<file path="src/rtl/cache_ctrl.sv">
// Cache controller: request capture, one-cycle lookup, block refill and victim fill with replay.
// Victim selection is per-set round-robin unless CACHE_LRU_EN is defined (LRU / tree pseudo-LRU).
module cache_ctrl #(
    parameter int unsigned BLOCKSIZE = 4,
    parameter int unsigned ASSOC     = 2,
    parameter int unsigned SETS      = 2
) (
    input  logic              clk,
    input  logic              reset,
    input  logic              req,
    input  logic [31:0]       addr,
    output logic              ready,
    output logic              resp_valid,
    output logic [31:0]       lk_addr,
    input  logic              hit_in,
    input  logic [ASSOC-1:0]  hit_way,
    output logic              mem_req,
    output logic [31:0]       mem_addr,
    input  logic              mem_ack,
    output logic              fill_en,
    output logic [ASSOC-1:0]  fill_way,
    output logic [SETS-1:0]   fill_set
);

    localparam int unsigned NumSets = 1 << SETS;
    localparam int unsigned WayW    = $clog2(ASSOC);

    typedef enum logic [1:0] {StIdle, StLookup, StRefill, StFill} state_e;

    state_e          state_q;
    logic [SETS-1:0] lk_set;
    logic [31:0]     blk_addr;
    logic [WayW-1:0] victim_idx;

    assign lk_set   = lk_addr[BLOCKSIZE+SETS-1:BLOCKSIZE];
    assign blk_addr = {lk_addr[31:BLOCKSIZE], {BLOCKSIZE{1'b0}}};

`ifdef CACHE_LRU_EN
    // Tree bits: [0] picks the LRU half, [1] LRU of ways 0/1, [2] LRU of ways 2/3.
    logic [2:0]      plru_q [NumSets];
    logic [2:0]      plru_cur;
    logic [WayW-1:0] hit_idx;

    function automatic logic [2:0] plru_touch(input logic [2:0] t, input logic [WayW-1:0] w);
        logic [2:0] r;
        r = t;
        if (ASSOC == 2) begin
            r[1] = ~w[0];
        end else if (w[WayW-1] == 1'b0) begin
            r[0] = 1'b1;
            r[1] = ~w[0];
        end else begin
            r[0] = 1'b0;
            r[2] = ~w[0];
        end
        return r;
    endfunction

    assign plru_cur = plru_q[lk_set];

    always_comb begin
        if (ASSOC == 2) begin
            victim_idx = WayW'(plru_cur[1]);
        end else if (plru_cur[0]) begin
            victim_idx = plru_cur[2] ? WayW'(3) : WayW'(2);
        end else begin
            victim_idx = plru_cur[1] ? WayW'(1) : WayW'(0);
        end
    end

    always_comb begin
        hit_idx = '0;
        for (int unsigned i = 0; i < ASSOC; i++) begin
            if (hit_way[i]) begin
                hit_idx = WayW'(i);
            end
        end
    end
`else
    logic [WayW-1:0] rr_q [NumSets];
    logic            unused_hit_way;

    assign unused_hit_way = ^hit_way;
    assign victim_idx     = rr_q[lk_set];
`endif

    always_ff @(posedge clk) begin
        if (reset) begin
            state_q    <= StIdle;
            ready      <= 1'b1;
            resp_valid <= 1'b0;
            mem_req    <= 1'b0;
            fill_en    <= 1'b0;
            lk_addr    <= '0;
            mem_addr   <= '0;
            fill_way   <= '0;
            fill_set   <= '0;
            for (int unsigned i = 0; i < NumSets; i++) begin
`ifdef CACHE_LRU_EN
                plru_q[i] <= '0;
`else
                rr_q[i] <= '0;
`endif
            end
        end else begin
            resp_valid <= 1'b0;
            fill_en    <= 1'b0;
            unique case (state_q)
                StIdle: begin
                    if (req) begin
                        lk_addr <= addr;
                        ready   <= 1'b0;
                        state_q <= StLookup;
                    end
                end
                StLookup: begin
                    if (hit_in) begin
                        resp_valid <= 1'b1;
                        ready      <= 1'b1;
                        state_q    <= StIdle;
`ifdef CACHE_LRU_EN
                        plru_q[lk_set] <= plru_touch(plru_cur, hit_idx);
`endif
                    end else begin
                        mem_req  <= 1'b1;
                        mem_addr <= blk_addr;
                        state_q  <= StRefill;
                    end
                end
                StRefill: begin
                    if (mem_ack) begin
                        mem_req  <= 1'b0;
                        fill_en  <= 1'b1;
                        fill_way <= ASSOC'(1) << victim_idx;
                        fill_set <= lk_set;
                        state_q  <= StFill;
`ifdef CACHE_LRU_EN
                        plru_q[lk_set] <= plru_touch(plru_cur, victim_idx);
`else
                        rr_q[lk_set] <= (victim_idx == WayW'(ASSOC - 1)) ? '0 : victim_idx + 1'b1;
`endif
                    end
                end
                StFill: begin
                    // Replay the lookup; the freshly filled block now hits.
                    state_q <= StLookup;
                end
                default: begin
                    state_q <= StIdle;
                end
            endcase
        end
    end

endmodule

</file>
<file path="config.mk">
export PLATFORM = sky130hd
export DESIGN_NAME = cache_ctrl
export DESIGN_NICKNAME = d
export VERILOG_FILES = /design/src/rtl/cache_ctrl.sv
export SDC_FILE = /design/constraint.sdc
export NUM_CORES = 1
export LEC_CHECK = 0
export CAP_MARGIN = 20
export CORE_MARGIN = 4
export CORE_UTILIZATION = 41
export DETAILED_ROUTE_END_ITERATION = 10
export PLACE_DENSITY = 0.84
export SYNTH_ARGS = -nofsm -noshare
export SYNTH_HDL_FRONTEND = slang
export SYNTH_SLANG_ARGS = --single-unit
</file>
<file path="constraint.sdc">
create_clock -name clk -period 2.06 [get_ports clk]
set_input_delay 0.412 -clock clk [delete_from_list [all_inputs] [get_ports clk]]
set_output_delay 0.412 -clock clk [all_outputs]
set_load 0.01 [all_outputs]
</file>
==> reports/metrics.csv <==
stage,metric,value,unit
setup_path,cp_max_fo,9,
setup_path,crit_family,buffers and inverters,
setup_path,rr_worst_depth,5,
logic_synthesis,synth_seq_cells,76,
logic_synthesis,synth_area_leaders,"dfxtp_1 52%, nand2_1 17%, a21oi_1 12%, edfxtp_1 4.3%, ha_1 1.8%",
clocking,insertion_delay,0.33,ns
global_routing,grt_max_degree,50,
logic_synthesis,synth_common_cells,"128 x nand2_1, 72 x dfxtp_1, 67 x a21oi_1",
routing,drt_iter0_markers,85,
placed_design,gp_congestion,0.755,
setup_path,crit_chain,clkdlybuf4s50_1,
power_and_ir_drop,p_leak,1.49,nW
routing,via_per_inst,4.91,
setup_path,arrival,1.44,ns
clocking,cts.repair.resized,0,
global_routing,grt-ovfl-total,0,
final_layout,drive_gt1_frac,0.0611,
logic_synthesis,synthDistinctLibCells,27,
clocking,htreeDepth,3,
min_path,hp-start,lk_addr[2],
setup_path,cp_num_buf_inv,1,
setup_path,cpMaxStageDelayCell,clkdlybuf4s50_1,
floorplanning,start_util,0.429,
setup_path,reg2reg_from,state_q[0],
final_layout,synthToLayoutAreaGrowth,48.8,%
clocking,cts_buffers,9,
setup_path,endpoint_kind,output port,
logic_synthesis,yosysTopAreaCellShare,0.521,
floorplanning,die_h,90.2,um
floorplanning,placement_rows,29,
placed_design,port_buffers,104,
routing,drc,0,
setup_path,cpPeakStageDelay,0.61,ns
logic_synthesis,ys_seq_area_frac,0.564,
global_routing,grt_pass1_wl,11.5,mm
floorplanning,io_pins,111,
floorplanning,die_w,90.2,um
timing,tns,0,ns
floorplanning,core-area,6460,um2
timing,finClkSkew,0.00553,ns
global_routing,grt_pass1_vias,2415,
floorplanning,fp.dieArea,8130,um2
placed_design,place_hpwl,4.95,mm
timing,setup_violations,0,
clocking,ctsHoldBuffers,0,
logic_synthesis,yosysWarnings,0,
power_and_ir_drop,power.density,819,nW/um2
global_routing,grt_usage,0.173,
routing,wl_per_cell,13.7,um
timing,min_period,1.85,ns
clocking,root_buffer,clkbuf_8,
placed_design,pre_cts_ws,0.167,ns
routing,drtAntennaViolNets,0,
clocking,path_clk_slew,0.08,ns
power_and_ir_drop,max-vdd-ir-drop,0.515,mV
outcome,status,"finished, final reports clean",
logic_synthesis,synth_edf_count,4,
min_path,worst_hold_path.endpoint,lk_addr[2],
flow_run,maxCapViolCount,0,
timing,worst_slack,0.211,ns
timing,max-slew-margin-rel,0.664,
timing,hold_viol_final,0,
logic_synthesis,synth_ff_type,dfxtp_1,
timing,worst_slew_pin_slew,0.503,ns
final_layout,fillers,545,
min_path,worstHoldPathCells,2,
timing,period_share,0.898,
routing,first_pass_iters,4,
routing,vias,2546,
clocking,numClockSinks,76,
logic_synthesis,synth_top_area_cell,dfxtp_1,
timing,rsz0062_at_grt,false,
timing,fmax,541,MHz
final_layout,final-seq-area,1560,um2
setup_path,r2r_slack,0.43,ns
clocking,clk_path_buf_depth,2,
setup_path,crit_type,reg -> out,
routing,drt-total-wl,7.11,mm
setup_path,path_depth,1,
setup_path,cp-start-kind,flip-flop,
logic_synthesis,async_flop_share,0,
global_routing,antenna_found_initial,0,
timing,whs,0.456,ns
setup_path,reg2reg_to,rr_q[1],
timing,drv_slew,0,
final_layout,insertedDiodeCount,0,
final_layout,fin_nets,480,
logic_synthesis,syn_area_per_cell,8.24,um2
logic_synthesis,syn_area,2770,um2
logic_synthesis,synth_most_common_cell,nand2_1,
min_path,hp-class,reg -> reg,
logic_synthesis,synthCells,336,
clocking,post-cts-setup-buffers,0,
clocking,cts_tree,built,
final_layout,multi_input_area,1090,um2
setup_path,required,1.65,ns
metal layers:
| metal | GRT usage | vias to the layer above | wire length [um] |
|---|---|---|---|
| li1 | - | 1292 | - |
| met2 | 0.311 | 71 | 3670 |
| met3 | 0.0518 | 5 | 451 |
| met1 | 0.193 | 1178 | 2930 |
| met4 | 0.0587 | 0 | 51 |
| met5 | 0 | - | 0 |
layout make-up:
type / instances / area share
Clock inverter: 3 / 0.0161
Sequential cell: 76 / 0.379
Clock buffer: 13 / 0.0410
Multi-Input combinational cell: 234 / 0.264
Tap cell: 77 / 0.0234
Inverter: 3 / 0.00273
Timing Repair Buffer: 113 / 0.274
how the worst max path moves through the flow:
stage / from / to / slack, ns
2_1_floorplan: state_q[0] / rr_q[1] / 0.50
6_report: lk_addr[5] / lk_addr[5] / 0.21
5_1_grt: lk_addr[5] / lk_addr[5] / 0.13
4_1_cts: lk_addr[5] / lk_addr[5] / 0.18
3_3_place_gp: mem_ack / rr_q[1] / 0.17
3_5_place_dp: mem_ack / rr_q[1] / 0.17
sequential cells by signal, indices dropped and copies added, names as in the netlist, named ones only:
register,count
fill_en,1
fill_set,2
fill_way,2
lk_addr,32
mem_addr,28
mem_req,1
ready,1
resp_valid,1
rr_q,4
state_q,2
metrics by stage:
stage | util | cells | power [mW] | area (um2)
global placement | 0.601 | 503 | 2.10 | 3880
global route | 0.638 | 519 | 3.52 | 4120
floorplan | - | 339 | 1.85 | 2780
CTS | 0.638 | 519 | 3.41 | 4120
detailed placement | 0.601 | 503 | 2.11 | 3880
finish | 0.638 | 519 | 3.37 | 4120
cell families after synthesis:
kind of cell,after synthesis,share of synthesized area
simple gates,149,0.219
compound gates,76,0.141
flops,76,0.564
buf+inv,29,0.0488
fa+ha+maj,4,0.0181
mux,1,0.00813
other cells,1,0.00135
where the power goes:
part	internal (mW)	total (mW)	switching [mW]	leakage, nW
logic	0.243	0.472	0.229	0.740
clock network	0.784	1.30	0.516	0.120
registers	1.55	1.60	0.0505	0.628
total	2.58	3.37	0.795	1.49
cell usage in the layout, fill, tap and decap left out, types with 3 or more instances in the layout:
cell type and instances:
a21oi_1 67, buf_4 7, clkbuf_8 12, clkdlybuf4s50_1 103, conb_1 4, dfxtp_1 72
edfxtp_1 4, ha_1 4, inv_1 3, nand2_1 128, nand2b_1 5, nand3_1 3
nor2_1 3, o21ai_0 6
No activity file was read; power rests on OpenSTA's default activity.
